`config.mk`:
```
export PLATFORM = sky130hd
export DESIGN_NAME = mux4_bus_arbiter
export DESIGN_NICKNAME = d
export VERILOG_FILES = /design/src/rtl/mux4_bus_arbiter.sv
export SDC_FILE = /design/constraint.sdc
export NUM_CORES = 1
export LEC_CHECK = 0
export ABC_AREA = 1
export CORE_MARGIN = 5
export CORE_UTILIZATION = 45
export CTS_BUF_LIST = sky130_fd_sc_hd__clkbuf_8
export CTS_CLUSTER_SIZE = 8
export DETAILED_ROUTE_END_ITERATION = 12
export HOLD_SLACK_MARGIN = 0.1
export PLACE_DENSITY = 0.75
export SLEW_MARGIN = 0
export SYNTH_ARGS = -nofsm -noshare
export SYNTH_HDL_FRONTEND = slang
export SYNTH_SLANG_ARGS = --single-unit
```
`constraint.sdc`:
```
create_clock -name Clock -period 1.4 [get_ports Clock]
set_clock_uncertainty 0.15 [all_clocks]
set_input_delay 0.28 -clock Clock [delete_from_list [all_inputs] [get_ports Clock]]
set_output_delay 0.28 -clock Clock [all_outputs]
set_load 0.02 [all_outputs]
```
`src/rtl/mux4_bus_arbiter.sv`:
```
// Round-robin arbiter granting one of four requesters a bounded burst on a shared
// 8-bit 4:1 mux path; drives the registered mux selects and a bus-valid qualifier.
module mux4_bus_arbiter #(
    parameter int unsigned MAX_BURST = 4
) (
    input  logic       Clock,
    input  logic       Reset,
    input  logic [3:0] Req,
    input  logic [3:0] Last,
    output logic [3:0] Grant,
    output logic       Bit1Selecao,
    output logic       Bit2Selecao,
    output logic [1:0] Owner,
    output logic       BusValid
);

    localparam int unsigned CntW = $clog2(MAX_BURST) + 1;

    typedef enum logic [1:0] {StIdle, StBusy, StGap} state_e;

    state_e          state;
    logic [1:0]      ptr;
    logic [CntW-1:0] beat_cnt;

    logic [1:0] pick_idx;
    logic [1:0] cand;
    logic       last_beat;
    logic       release_bus;

    // Scan downward so the candidate closest to ptr is the one that sticks.
    always_comb begin
        pick_idx = ptr;
        cand     = ptr;
        for (int k = 3; k >= 0; k--) begin
            cand = ptr + 2'(k);
            if (Req[cand]) begin
                pick_idx = cand;
            end
        end
    end

    assign last_beat   = (beat_cnt == CntW'(MAX_BURST - 1));
    assign release_bus = !Req[Owner] || Last[Owner] || last_beat;

    always_ff @(posedge Clock or negedge Reset) begin
        if (!Reset) begin
            state       <= StIdle;
            ptr         <= 2'd0;
            beat_cnt    <= '0;
            Grant       <= 4'b0000;
            Owner       <= 2'd0;
            Bit1Selecao <= 1'b0;
            Bit2Selecao <= 1'b0;
            BusValid    <= 1'b0;
        end else begin
            unique case (state)
                StIdle: begin
                    if (|Req) begin
                        Grant       <= 4'b0001 << pick_idx;
                        Owner       <= pick_idx;
                        Bit1Selecao <= pick_idx[0];
                        Bit2Selecao <= pick_idx[1];
                        BusValid    <= 1'b1;
                        beat_cnt    <= '0;
                        state       <= StBusy;
                    end
                end
                StBusy: begin
                    if (release_bus) begin
                        Grant    <= 4'b0000;
                        BusValid <= 1'b0;
                        ptr      <= Owner + 2'd1;
                        state    <= StGap;
                    end else begin
                        beat_cnt <= beat_cnt + 1'b1;
                    end
                end
                StGap: begin
                    state <= StIdle;
                end
                default: begin
                    state <= StIdle;
                end
            endcase
        end
    end

endmodule

```
# --- Word-level counts from Yosys, hierarchy flattened ---
# Index checks and enable logic that the tools add are counted.
# Widths: inputs -> output; s select.
totals:
  input_bits: 10
  output_inout_bits: 9
  ff_bits: 16
  elab_cells: 63
op_classes:
  n_shift: 1
  n_eq_ne: 5
  reduce_logical: 11
  order_cmp: 5
  mux: 28
  n_addsub: 5
ops:
  columns: ["op", "n"]
  rows:
  - ["$lt 2x3->1 const B", 5]
  - ["$bmux 1 s2", 6]
  - ["$mux 2", 6]
  - ["$mux 1", 8]
  - ["$mux 4", 2]
  - ["$pmux 4 s2", 1]
  - ["$mux 3", 2]
  - ["$ne 2x2->1 const B", 3]
  - ["$pmux 3 s2", 1]
  - ["$reduce_and 2->1", 3]
  - ["$reduce_and 3->1", 2]
  - ["$add 2x1->2 const B", 2]
  - ["$add 2x2->2 const B", 2]
  - ["$pmux 2 s2", 1]
  - ["$reduce_or 4->1", 1]
  - ["$shl 1x2->4 const A", 1]
  - ["$add 3x1->3 const B", 1]
  - ["$eq 3x2->1 const B", 1]
  - ["$eq 2x1->1 const B", 1]
  - ["$logic_not 2->1", 1]
  - ["$logic_or 1x1->1", 2]
  - ["$pmux 1 s2", 1]
  - ["$reduce_bool 2->1", 1]
  - ["$logic_not 1->1", 1]

# --- Depth between registers and ports, before layout ---
logic_depth:
  ltp_word: 10
  depth_mapped: 12
  ltp_nobuf: 12

# --- Least setup slack after synthesis ---
# OpenSTA, ideal clock, no wires.
synth_path:
  kind: "register to register"
  from: "register Owner[0]"
  to: "register Grant[0]"
  stages_incl_launch_ff: 10
  t_required_ns: 1.185
  arrival_time_ns: 1.255
  n_path_buf: 0
  setup_ns: 0.065
  setup_slack_ns: -0.070
  period_less_slack_ns: 1.470
  cell_sequence: "dfrtp_1 -> inv_1 -> nand2_1 -> nor3_1 -> nor2_1 -> nand3_1 -> nand3_2 -> o21ai_2 -> nand2_1 -> nand2_1"
synth_via:
  elab_chain_cells: 7
  elab_cells_between_ends: 9
  classes_between: "1 x eq/ne; 4 x mux; 4 x reduce/logical"
synth_lines:
  columns: ["item", "line", "text"]
  rows:
  - ["start, declared", "13", "output logic [1:0] Owner,"]
  - ["start signal, assigned", "60", "Owner <= pick_idx;"]
  - ["$bmux 1 s2", "43", "assign release_bus = !Req[Owner] || Last[Owner] || last_beat;"]
  - ["$mux 1 (not written as such)", "43", null]
  - ["$logic_not 1->1", "43", null]
  - ["$logic_or 1x1->1 * (2 in a row)", "43", null]
  - ["$ne 2x2->1 (no source line) *", null, null]
  - ["$reduce_and 3->1 (no source line) *", null, null]
  - ["end signal, assigned", "59", "Grant <= 4'b0001 << pick_idx;"]
  - ["end, declared", "10", "output logic [3:0] Grant,"]
# Mark *: on every way between the ends. The rest lies on a longest branch, timed or not. The select of a mux whose other input is x is not followed.
# A chain may end at the register's enable or synchronous reset.

# --- Worst setup path in the final report ---
layout_path:
  from: "register ptr[0]"
  to: "register Grant[3]"
layout_via:
  elab_chain_cells: 10
  elab_cells_between_ends: 18
  classes_between: "3 x add/sub; 1 x shift; 14 x mux"
layout_lines:
  columns: ["item", "line", "text"]
  rows:
  - ["start, declared", "22", "logic [1:0] ptr;"]
  - ["start signal, assigned", "72", "ptr <= Owner + 2'd1;"]
  - ["$add 2x2->2", "35", "cand = ptr + 2'(k);"]
  - ["$bmux 1 s2", "36", "if (Req[cand]) begin"]
  - ["$mux 1 (not written as such)", "36", null]
  - ["$mux 2 (3 in a row)", "36", null]
  - ["$mux 2 *", "36", null]
  - ["$shl 1x2->4 *", "59", null]
  - ["$mux 4 *", "58", "if (|Req) begin"]
  - ["$pmux 4 s2 *", "56", "unique case (state)"]
# Marked as above.

==> flow_summary.yaml <==
outcome:
  status: "finished, violations left"
  violations: "setup timing"
setup_path:
  worstPathRequired_ns: 1.39
  critPathTopFamily: "simple AND/OR/NAND/NOR gates"
  end_kind: "flip-flop"
  critPathSlowestCell: "dfrtp_2"
  criticalPathCategory: "reg2reg"
  crit_top_cell: "nand2_1"
  critPathLaunchType: "flip-flop"
  path_cells: "buf_6 -> nand2_4 -> o21ai_4 -> nand2_1 -> nand2_1 -> nand2_1 -> nand2_2 -> nand2_2 -> nand2_4 -> nand2_4 -> nand3_2 -> nand2_1"
  cpPeakStageDelay_ns: 0.47
  cp_max_fo: 6
  worstPathArrival_ns: 1.60
  cp_num_buf_inv: 1
sta:
  fmax_mhz: 620
  timing_worst_slew_pin_value_ns: 0.462
  min_period_ns: 1.61
  hold_violations: 0
  setup_ws_ns: -0.212
  rsz0062_at_grt: "yes"
  final_max_slew_viol_count: 0
  setup_viol: 14
  period_share_pct: 115
  relSlewSlack_pct: 69.1
synth:
  synth_area_leaders: "dfrtp_1 39%, nand2_1 21%, nand3_1 6.2%"
  yosysMostFrequentCell: "nand2_1"
  avgSynthCellArea_um2: 6.98
  ys_ff_latch: 14
  synthArstFlopShare_pct: 100
  synth-main-ff-cell: "dfrtp_1"
  synth_cell_types: 19
  yosysWarnings: 0
  synth_commonest_cells: "49 x nand2_1, 14 x dfrtp_1, 13 x inv_1, 11 x nand3_1, 7 x nand2_2"
  synthCells: 128
  syn_nets: 140
  synth_edf_count: 0
  seq_area_frac_synth_pct: 39.2
  synth_top_area_cell: "dfrtp_1"
  netlist_area_um2: 893
  synth_top_cell_area_share_pct: 39.2
power:
  power-per-cell-area_nw_per_um2: 2530
  p_leak_uw: 0.000738
  vdd_ir_drop_max_uv: 1570
  fin_total_pwr_uw: 3550
clock_tree:
  cts_max_path_buffers: 2
  cts-root-buf: "clkbuf_8"
  clock_latency_ns: 0.25
  hold_buffers: 0
  h-tree-depth: 1
  cts_tree: "yes"
  numCtsBuffers: 3
  cts.sinks: 14
  clk_pin_slew_worst_paths_ns: 0.06
global_routing:
  grt_first_pass_wirelength_mm: 3.69
  antenna_found_initial: 0
  grt_max_degree: 15
  grt_usage_pct: 18.0
  grt_pass1_vias: 854
  overflow: 0
detailed_routing:
  ant_nets: 0
  viasPerCell: 5.03
  firstDrtPassIters: 2
  initialDrtViolationCount: 4
  wl_mm: 2.50
  wl_per_cell_um: 13.1
  vias: 960
  drc: 0
finish:
  drive_gt1_share_pct: 50.0
  syn_to_final_growth_pct: 57.3
  fin_nets: 177
  stdcell_area_um2: 1410
  diodes: 0
min_path:
  worstHoldPathType: "in2async"
flow_run:
  maxCapViolations: 0
floorplan:
  rows: 16
  die_area_um2: 2980
  die_y_um: 54.6
  io_pins: 19
  initial_core_util_pct: 46.5
  die_w_um: 54.6
  coreArea_um2: 1920
place:
  io_buffers: 18
  place_area_um2: 1160
  place.gp.congestion: 0.746
  dp_hpwl_mm: 1.62
==> path summary, 6_finish.rpt <==
| check | depth (start not counted) | slack, ns | endpoint | start |
|---|---|---|---|---|
| max in group asynchronous | 2 | 0.74 | ptr[1]$_DFFE_PN0P_ | Reset |
| worst max-delay path | 12 | -0.21 | Grant[3]$_DFFE_PN0P_ | ptr[0]$_DFFE_PN0P_ |
| worst min-delay path | 2 | 0.18 | Grant[0]$_DFFE_PN0P_ | Reset |
| min in group Clock | 2 | 0.33 | BusValid$_DFFE_PN0P_ | BusValid$_DFFE_PN0P_ |
| worst max register to register | 12 | -0.21 | Grant[3]$_DFFE_PN0P_ | ptr[0]$_DFFE_PN0P_ |
| worst min register to register | 2 | 0.33 | BusValid$_DFFE_PN0P_ | BusValid$_DFFE_PN0P_ |
==> flip-flops by register name (all words and copies together) (netlist names) <==
signal       count
ptr              2
beat_cnt         3
Bit2Selecao      1
BusValid         1
state            2
Owner            1
Grant            4
==> cell families (layout without fill, tap and decap cells) <==
group	Yosys count	in the layout	synth area share, %
AND/OR/NAND/NOR	79	79	39.2
buffers and inverters	22	58	10.9
flip-flops	14	14	39.2
adder cells (fa/ha/maj)	2	2	2.80
AO/OA/AOI/OAI	11	11	7.84
==> power by group <==
group	total [µW]	switching (µW)	leakage [µW]	internal [µW]
combinational	2410	1420	0.000535	988
sequential	739	164	0.000174	575
clock	400	151	0.0000288	249
total	3550	1740	0.000738	1810
==> worst register-to-register path, stage by stage, from the launching register on <==
cell and delay (ns):
dfrtp_2 0.47, buf_6 0.16, nand2_4 0.06, o21ai_4 0.07, nand2_1 0.07, nand2_1 0.06
nand2_1 0.06, nand2_2 0.08, nand2_2 0.07, nand2_4 0.07, nand2_4 0.06, nand3_2 0.06
nand2_1 0.06
==> layout by cell type (no fill, tap or decap), types with 6 or more instances in the layout <==
master	instances
dlygate4sd2_1	7
nand3_2	9
nand2_2	20
inv_2	10
inv_1	7
dfrtp_1	10
buf_4	16
o21ai_1	6
nand2_1	31
==> metrics by stage <==
stage,utilization [%],setup slack [ns],cells,TNS (ns),hold WS [ns]
3_5_place_dp,60.3,-0.471,179,-5.45,0.315
4_1_cts,66.7,-0.193,184,-0.954,0.184
3_3_place_gp,60.3,-0.408,179,-5.14,0.309
2_1_floorplan,-,-0.00659,128,-0.0189,-0.166
5_1_grt,73.1,-0.299,191,-2.53,0.198
6_report,73.1,-0.212,191,-1.39,0.182
==> per-layer routing <==
metal / vias up / share of wire (%) / global-route usage (%)
li1: 475 / - / -
met1: 468 / 39 / 18.6
met2: 11 / 57 / 34.9
met3: 6 / 1.9 / 2.45
met4: 0 / 1.9 / 8.71
met5: - / 0 / 0
==> final cells by class <==
cell class / count / area (µm²)
multi-input combinational: 92 / 598
fill: 170 / 517
sequential: 14 / 355
timing repair buffer: 35 / 289
inverter: 19 / 73.8
clock buffer: 4 / 55.1
tap: 27 / 33.8
==> what timing repair did <==
action,CTS,global route
pin swaps,6,14
setup buffers,1,7
resized for setup,49,29
setup endpoints to repair,23,17
Power figures use the tool's default switching activity.
